[src/rtl/alu_pkg.sv]
// -----------------------------------------------------------------------------
// alu_pkg
// Shared definitions for the sequential Hack-style ALU (alu_seq / alu_core).
//   mode_t   : operation selector (Hack function, shift left, logical shift
//              right, multiply low half)
//   state_t  : control FSM states (IDLE, BUSY, DONE)
//   rsel_t   : which pre-"no" result alu_core forwards to its output stage
//   SEL_*    : bit positions inside the 6-bit sel control word
//   FLAG_*   : bit positions inside the one-hot 3-bit result class flag
// -----------------------------------------------------------------------------
package alu_pkg;

    typedef enum logic [1:0] {
        MODE_HACK = 2'b00,
        MODE_SHL  = 2'b01,
        MODE_SHR  = 2'b10,
        MODE_MUL  = 2'b11
    } mode_t;

    typedef enum logic [1:0] {
        S_IDLE = 2'b00,
        S_BUSY = 2'b01,
        S_DONE = 2'b10
    } state_t;

    // HACK   : combinational Hack function of the preprocessed operands
    // PASS_X : preprocessed x unchanged (zero-length shift)
    // EXT    : value supplied by the sequential datapath in alu_seq
    typedef enum logic [1:0] {
        RSEL_HACK   = 2'b00,
        RSEL_PASS_X = 2'b01,
        RSEL_EXT    = 2'b10
    } rsel_t;

    localparam int SEL_ZA = 0;
    localparam int SEL_NA = 1;
    localparam int SEL_ZB = 2;
    localparam int SEL_NB = 3;
    localparam int SEL_F  = 4;
    localparam int SEL_NO = 5;

    localparam int FLAG_NEG  = 0;
    localparam int FLAG_ZERO = 1;
    localparam int FLAG_POS  = 2;

endpackage

[src/rtl/alu_core.sv]
// -----------------------------------------------------------------------------
// alu_core
// Purely combinational part of the ALU: operand preprocessing (za/na/zb/nb),
// the Hack function (x+y or x&y), the final "no" inversion and the one-hot
// result-class flag.
// Ports:
//   i_a, i_b   [WIDTH] raw operands
//   i_sel      [6]     control word (za, na, zb, nb, f, no)
//   i_rsel     rsel_t  source of the pre-inversion result
//   i_r_ext    [WIDTH] externally computed result (shift / multiply)
//   i_no       [1]     invert the selected result
//   o_x, o_y   [WIDTH] preprocessed operands
//   o_out      [WIDTH] final result
//   o_flag     [3]     one-hot class of o_out: [0] neg, [1] zero, [2] pos
// -----------------------------------------------------------------------------
module alu_core
    import alu_pkg::*;
#(
    parameter int WIDTH = 16
) (
    input  logic [WIDTH-1:0] i_a,
    input  logic [WIDTH-1:0] i_b,
    input  logic [5:0]       i_sel,
    input  rsel_t            i_rsel,
    input  logic [WIDTH-1:0] i_r_ext,
    input  logic             i_no,
    output logic [WIDTH-1:0] o_x,
    output logic [WIDTH-1:0] o_y,
    output logic [WIDTH-1:0] o_out,
    output logic [2:0]       o_flag
);

    logic [WIDTH-1:0] w_hack;
    logic [WIDTH-1:0] w_r;

    always_comb begin
        o_x = i_sel[SEL_ZA] ? '0 : i_a;
        if (i_sel[SEL_NA]) begin
            o_x = ~o_x;
        end
        o_y = i_sel[SEL_ZB] ? '0 : i_b;
        if (i_sel[SEL_NB]) begin
            o_y = ~o_y;
        end
    end

    assign w_hack = i_sel[SEL_F] ? (o_x & o_y) : (o_x + o_y);

    always_comb begin
        w_r = i_r_ext;
        case (i_rsel)
            RSEL_HACK:   w_r = w_hack;
            RSEL_PASS_X: w_r = o_x;
            default:     w_r = i_r_ext;
        endcase
    end

    assign o_out = i_no ? ~w_r : w_r;

    always_comb begin
        o_flag = '0;
        if (o_out[WIDTH-1]) begin
            o_flag[FLAG_NEG] = 1'b1;
        end else if (o_out == '0) begin
            o_flag[FLAG_ZERO] = 1'b1;
        end else begin
            o_flag[FLAG_POS] = 1'b1;
        end
    end

endmodule

[src/rtl/alu_seq.sv]
// -----------------------------------------------------------------------------
// alu_seq
// Sequential Hack-style ALU with valid/ready handshakes on both sides.
// Mode 00 completes in one cycle; shifts take one cycle per bit position and
// multiply is a WIDTH-cycle shift-add. One operation in flight at a time.
//
// Handshake: an operation transfers in on a rising edge where
// in_valid && in_ready (in_ready is high only in IDLE); a result transfers out
// on a rising edge where out_valid && out_ready (out_valid is high only in
// DONE). alu_out/flag are held stable for as long as out_valid stays high.
//
// Ports:
//   clk, rst          clock, synchronous active-high reset
//   in_valid/in_ready request handshake
//   a, b   [WIDTH]    operands
//   sel    [6]        za, na, zb, nb, f, no
//   mode   [2]        00 Hack, 01 shl, 10 lsr, 11 multiply (if MUL_EN)
//   out_valid/out_ready result handshake
//   alu_out [WIDTH]   registered result
//   flag    [3]       one-hot class: [0] neg, [1] zero, [2] pos
//   o_dbg_state       current FSM state
// -----------------------------------------------------------------------------
module alu_seq
    import alu_pkg::*;
#(
    parameter int WIDTH  = 16,
    parameter int MUL_EN = 1
) (
    input  logic             clk,
    input  logic             rst,
    input  logic             in_valid,
    output logic             in_ready,
    input  logic [WIDTH-1:0] a,
    input  logic [WIDTH-1:0] b,
    input  logic [5:0]       sel,
    input  logic [1:0]       mode,
    output logic             out_valid,
    input  logic             out_ready,
    output logic [WIDTH-1:0] alu_out,
    output logic [2:0]       flag,
    output state_t           o_dbg_state
);

    localparam int SH_W  = $clog2(WIDTH);
    localparam int CNT_W = SH_W + 1;

    state_t           r_state;
    state_t           w_next_state;
    logic [CNT_W-1:0] r_cnt;
    logic [WIDTH-1:0] r_acc;
    logic [WIDTH-1:0] r_mx;
    logic [WIDTH-1:0] r_my;
    mode_t            r_mode;
    logic             r_no;

    mode_t            w_mode_eff;
    logic [WIDTH-1:0] w_x;
    logic [WIDTH-1:0] w_y;
    logic [SH_W-1:0]  w_shamt;
    logic             w_accept;
    logic             w_busy_last;
    logic [WIDTH-1:0] w_busy_res;
    rsel_t            w_core_rsel;
    logic             w_core_no;
    logic [WIDTH-1:0] w_core_out;
    logic [2:0]       w_core_flag;

    // Without the multiplier, mode 11 falls back to the Hack function.
    always_comb begin
        w_mode_eff = mode_t'(mode);
        if (MUL_EN == 0 && mode == 2'b11) begin
            w_mode_eff = MODE_HACK;
        end
    end

    assign w_shamt     = w_y[SH_W-1:0];
    assign w_accept    = (r_state == S_IDLE) && in_valid;
    assign w_busy_last = (r_cnt == CNT_W'(1));

    // Value the accumulator / shifter takes on this BUSY cycle. On the last
    // BUSY cycle it is also the pre-inversion final result.
    always_comb begin
        w_busy_res = r_mx;
        case (r_mode)
            MODE_SHL: w_busy_res = r_mx << 1;
            MODE_SHR: w_busy_res = r_mx >> 1;
            MODE_MUL: w_busy_res = r_my[0] ? (r_acc + r_mx) : r_acc;
            default:  w_busy_res = r_mx;
        endcase
    end

    // In IDLE the core sees the live request (Hack result, or x itself for
    // a zero-length shift); in BUSY it only finishes the sequential result
    // with the latched "no" bit.
    always_comb begin
        w_core_rsel = RSEL_HACK;
        w_core_no   = sel[SEL_NO];
        if (r_state == S_BUSY) begin
            w_core_rsel = RSEL_EXT;
            w_core_no   = r_no;
        end else if (w_mode_eff != MODE_HACK) begin
            w_core_rsel = RSEL_PASS_X;
        end
    end

    alu_core #(
        .WIDTH(WIDTH)
    ) u_core (
        .i_a    (a),
        .i_b    (b),
        .i_sel  (sel),
        .i_rsel (w_core_rsel),
        .i_r_ext(w_busy_res),
        .i_no   (w_core_no),
        .o_x    (w_x),
        .o_y    (w_y),
        .o_out  (w_core_out),
        .o_flag (w_core_flag)
    );

    // FSM state register
    always_ff @(posedge clk) begin
        if (rst) begin
            r_state <= S_IDLE;
        end else begin
            r_state <= w_next_state;
        end
    end

    // FSM next state and handshake outputs
    always_comb begin
        w_next_state = r_state;
        in_ready     = 1'b0;
        out_valid    = 1'b0;
        case (r_state)
            S_IDLE: begin
                in_ready = 1'b1;
                if (in_valid) begin
                    if (w_mode_eff == MODE_HACK ||
                        (w_mode_eff != MODE_MUL && w_shamt == '0)) begin
                        w_next_state = S_DONE;
                    end else begin
                        w_next_state = S_BUSY;
                    end
                end
            end
            S_BUSY: begin
                if (w_busy_last) begin
                    w_next_state = S_DONE;
                end
            end
            S_DONE: begin
                out_valid = 1'b1;
                if (out_ready) begin
                    w_next_state = S_IDLE;
                end
            end
            default: w_next_state = S_IDLE;
        endcase
    end

    // Datapath: counter, shift/accumulate registers and result registers
    always_ff @(posedge clk) begin
        if (rst) begin
            r_cnt   <= '0;
            r_acc   <= '0;
            r_mx    <= '0;
            r_my    <= '0;
            r_mode  <= MODE_HACK;
            r_no    <= 1'b0;
            alu_out <= '0;
            flag    <= '0;
        end else begin
            if (w_accept) begin
                r_mode <= w_mode_eff;
                r_no   <= sel[SEL_NO];
                r_mx   <= w_x;
                r_my   <= w_y;
                r_acc  <= '0;
                if (w_next_state == S_DONE) begin
                    r_cnt   <= '0;
                    alu_out <= w_core_out;
                    flag    <= w_core_flag;
                end else if (w_mode_eff == MODE_MUL) begin
                    r_cnt <= CNT_W'(WIDTH);
                end else begin
                    r_cnt <= CNT_W'(w_shamt);
                end
            end else if (r_state == S_BUSY) begin
                r_cnt <= r_cnt - CNT_W'(1);
                if (r_mode == MODE_MUL) begin
                    r_acc <= w_busy_res;
                    r_mx  <= r_mx << 1;
                    r_my  <= r_my >> 1;
                end else begin
                    r_mx <= w_busy_res;
                end
                if (w_busy_last) begin
                    alu_out <= w_core_out;
                    flag    <= w_core_flag;
                end
            end
        end
    end

    assign o_dbg_state = r_state;

endmodule

[config.mk]
export PLATFORM = sky130hd
export DESIGN_NAME = alu_seq
export DESIGN_NICKNAME = d
export VERILOG_FILES = /design/src/rtl/alu_pkg.sv /design/src/rtl/alu_core.sv /design/src/rtl/alu_seq.sv
export SDC_FILE = /design/constraint.sdc
export NUM_CORES = 1
export LEC_CHECK = 0
export CAP_MARGIN = 20
export CORE_MARGIN = 2
export CORE_UTILIZATION = 30
export CTS_CLUSTER_DIAMETER = 100
export CTS_CLUSTER_SIZE = 25
export DETAILED_ROUTE_END_ITERATION = 7
export HOLD_SLACK_MARGIN = 0.05
export SYNTH_ARGS = -nofsm -noshare
export SYNTH_HDL_FRONTEND = slang
export SYNTH_SLANG_ARGS = --single-unit
export TNS_END_PERCENT = 30
[constraint.sdc]
create_clock -name clk -period 4.6 [get_ports clk]
set_clock_uncertainty 0.05 [all_clocks]
set_input_delay 0.46 -clock clk [delete_from_list [all_inputs] [get_ports clk]]
set_output_delay 0.46 -clock clk [all_outputs]
set_load 0.02 [all_outputs]
==> metrics.txt <==
sequential cell area fraction in the yosys report=0.224; clk sinks=76; fin nets=about 1100; core area=between 20000 and 25000 µm²; Port-buffer cells=between 60 and 70; Crit path arrival time=4.24 ns; Pleak=~3.0 nW; Post-CTS Hold Buffers=0; Global Route met2 Usage=0.278; Achievable Freq=approximately 0.25 GHz; RSZ-0062 raised after global routing=false; chip height=roughly 150 µm; vias in the first global route=roughly 6300; Cell Area, Placed=just under 8000 µm²; minimum clock period after layout=roughly 4 ns; total of warnings raised by yosys=0; most numerous cell in the Yosys netlist=nand2_1; DIE AREA=23900 µm²; grt total ovfl=0; WP data required=4.83 ns; htree depth=3; pwr/cell area=301 nW/µm²; Syn Area/Cell=7.33 µm²; Initial Util=0.303; DRC Markers=0; cell count after synthesis=just over 900; adder-cell share of the synthesized area=0.0652; GPL Wtd Cong=about 0.89; flip-flop and latch area=1520 µm²; largest family of logic cells by synthesized area=compound AO/OA/AOI/OAI gates; Mapped Area=roughly 6800 µm²; crit path launch type=input pin; # diodes=0; FF+latch count, synth=76; worst hold path type=flop to flop; setup_tns=0 ns; Cells on Worst Hold Path=2; final setup vio count=0; Antenna Nets Post-Route=0; Clk Latency, worst-skew pair=0.34 ns; first-pass GRT wire length=approximately 34 mm; grt met3 use=0.0272; TritonCTS clock tree=done; Area Overhead vs Synth=20.2%; clk buf depth=2; die extent in x=around 150 µm; Peak VDD IR=approximately 0.17 mV; Tightest Pin Transition=approximately 0.84 ns; period utilization=0.872; Synth Area in XOR/XNOR=0.112; share of the synthesized area in compound gates (AO/OA/AOI/OAI)=0.283; Slew headroom=0.424; layout cells sized above 1=0.0785; Yosys top cell by area=dfxtp_1; DR WL/cell=approximately 17 µm; top-area cell type share of the netlist area=0.224; layer carrying the most global-route usage=met2; first-pass iteration count of the detailed router=5; pre-CTS setup slack=~0.27 ns; Fin Hold WS=slightly above 0.4 ns; Design Area, Final=roughly 8200 µm²; Synth top cells by count=124 x nand2_1, 102 x nor2_1, 83 x a21oi_1, 76 x dfxtp_1, 53 x xnor2_1; crit end category=flop; Cell Rows=55; gr usage total=0.180; Multi-input gate area=slightly below 5000 µm²; post-synthesis mux area share=0.0285; Max-cap violations=0; top_reg_cell synth=dfxtp_1; outcome=finished, final reports clean; via count=between 6000 and 7000; EDFF count, synth=0; Async S/R FF share, synth=0; M1 GR Usage=0.255; Final WS setup=0.590 ns; worst r2r path cells=12; final hold violation count=0; Clock transition at path regs=about 0.06 ns; root buffer cell=clkbuf_16; Via density=5.40; net count after synthesis=~1000; simple-gate portion of the synthesized area=0.243; critical path class=input pin to flop; drt total wl=~21 mm; Final Max Slew Viols=0; I/O pin count=67; post-cts sizing count=0; initial antenna violation count=0; synth top area cells=dfxtp_1 22%, nand2_1 6.8%, xnor2_1 6.8%; DRT iter0 DRCs=580; largest net degree at the start of global routing=41; post-synthesis cell type count=between 70 and 80; Num CTS Buffers=9; post-DP HPWL=16.6 mm; Fillers=roughly 2400; CP max FO=16; Setup Fix Bufs, Post-CTS=0
stage by stage:
stage	cells	total power, mW	util
3_3_place_gp	1262	1.82	0.353
5_1_grt	1278	2.61	0.364
3_5_place_dp	1262	1.82	0.353
2_1_floorplan	927	1.50	-
6_report	1278	2.46	0.364
4_1_cts	1277	2.46	0.364
state kept, by name, summed over array words and instances, names as in the netlist:
signal and count:
r_acc 16, r_mx 16, r_my 16, alu_out 15
r_cnt 5, flag 3, o_dbg_state 2, r_mode 2
r_no 1
cell type report:
cell class              instances  share of cell area
well taps                     285              0.0437
clock buffers                  13              0.0294
repair buffers                112               0.124
inverters                      14             0.00643
multi-input cells             776               0.609
clock inverters                 2             0.00153
flip-flops and latches         76               0.186
power by group:
part / internal [mW] / total, mW / leakage, nW / switching, mW
Sequential: 0.714 / 0.775 / 0.622 / 0.0613
Combinational: 0.442 / 1.05 / 2.31 / 0.605
Clock: 0.362 / 0.636 / 0.120 / 0.273
metal layers:
layer | part of all wire | vias to the layer above
met4 | 0.024 | 0
met3 | 0.040 | 29
met5 | 0 | -
met1 | 0.49 | 3188
met2 | 0.44 | 186
li1 | - | 3493
layout by cell type (no fill, tap or decap), types with 7 or more instances in the layout:
cell / n
xnor2_1: 53
o22ai_1: 15
nor3_1: 18
a311oi_1: 16
nor2_1: 101
buf_4: 44
a21oi_1: 83
xor2_1: 23
a211oi_1: 21
inv_1: 13
clkdlybuf4s50_1: 65
a22oi_1: 10
o221ai_1: 7
mux2i_1: 16
nand2b_1: 31
nand3_1: 28
ha_1: 33
nand2_1: 124
dfxtp_1: 76
a31oi_1: 24
o21ai_0: 30
nor2b_1: 12
o211ai_1: 9
clkbuf_16: 9
a21o_1: 15
final timing paths:
check	start	slack, ns	endpoint
setup / recovery	sel[0]	0.59	flag[1]
hold / removal	alu_out[6]	0.40	alu_out[6]
setup reg to reg	r_mx[0]	0.75	flag[1]
hold reg to reg	alu_out[6]	0.40	alu_out[6]
worst max-delay path, stage by stage:
cell and delay (ns):
clkdlybuf4s50_1 0.62, nand2b_1 0.26, xnor2_1 0.23, ha_1 0.26
ha_1 0.18, a21oi_1 0.07, o31a_1 0.40, o21ai_2 0.26
a21oi_1 0.11, a311oi_1 0.37, o21a_1 0.22, o211ai_1 0.14
or4_1 0.53, o21ai_1 0.13
cell families after synthesis:
kind of cell | after synthesis
xor gates and xnor gates | 80
adders and majority gates | 35
DFF | 76
and+or+nand+nor | 358
muxes | 18
AOI/OAI and AO/OA | 285
buffers and inverters | 75
Power figures use the tool's default switching activity.
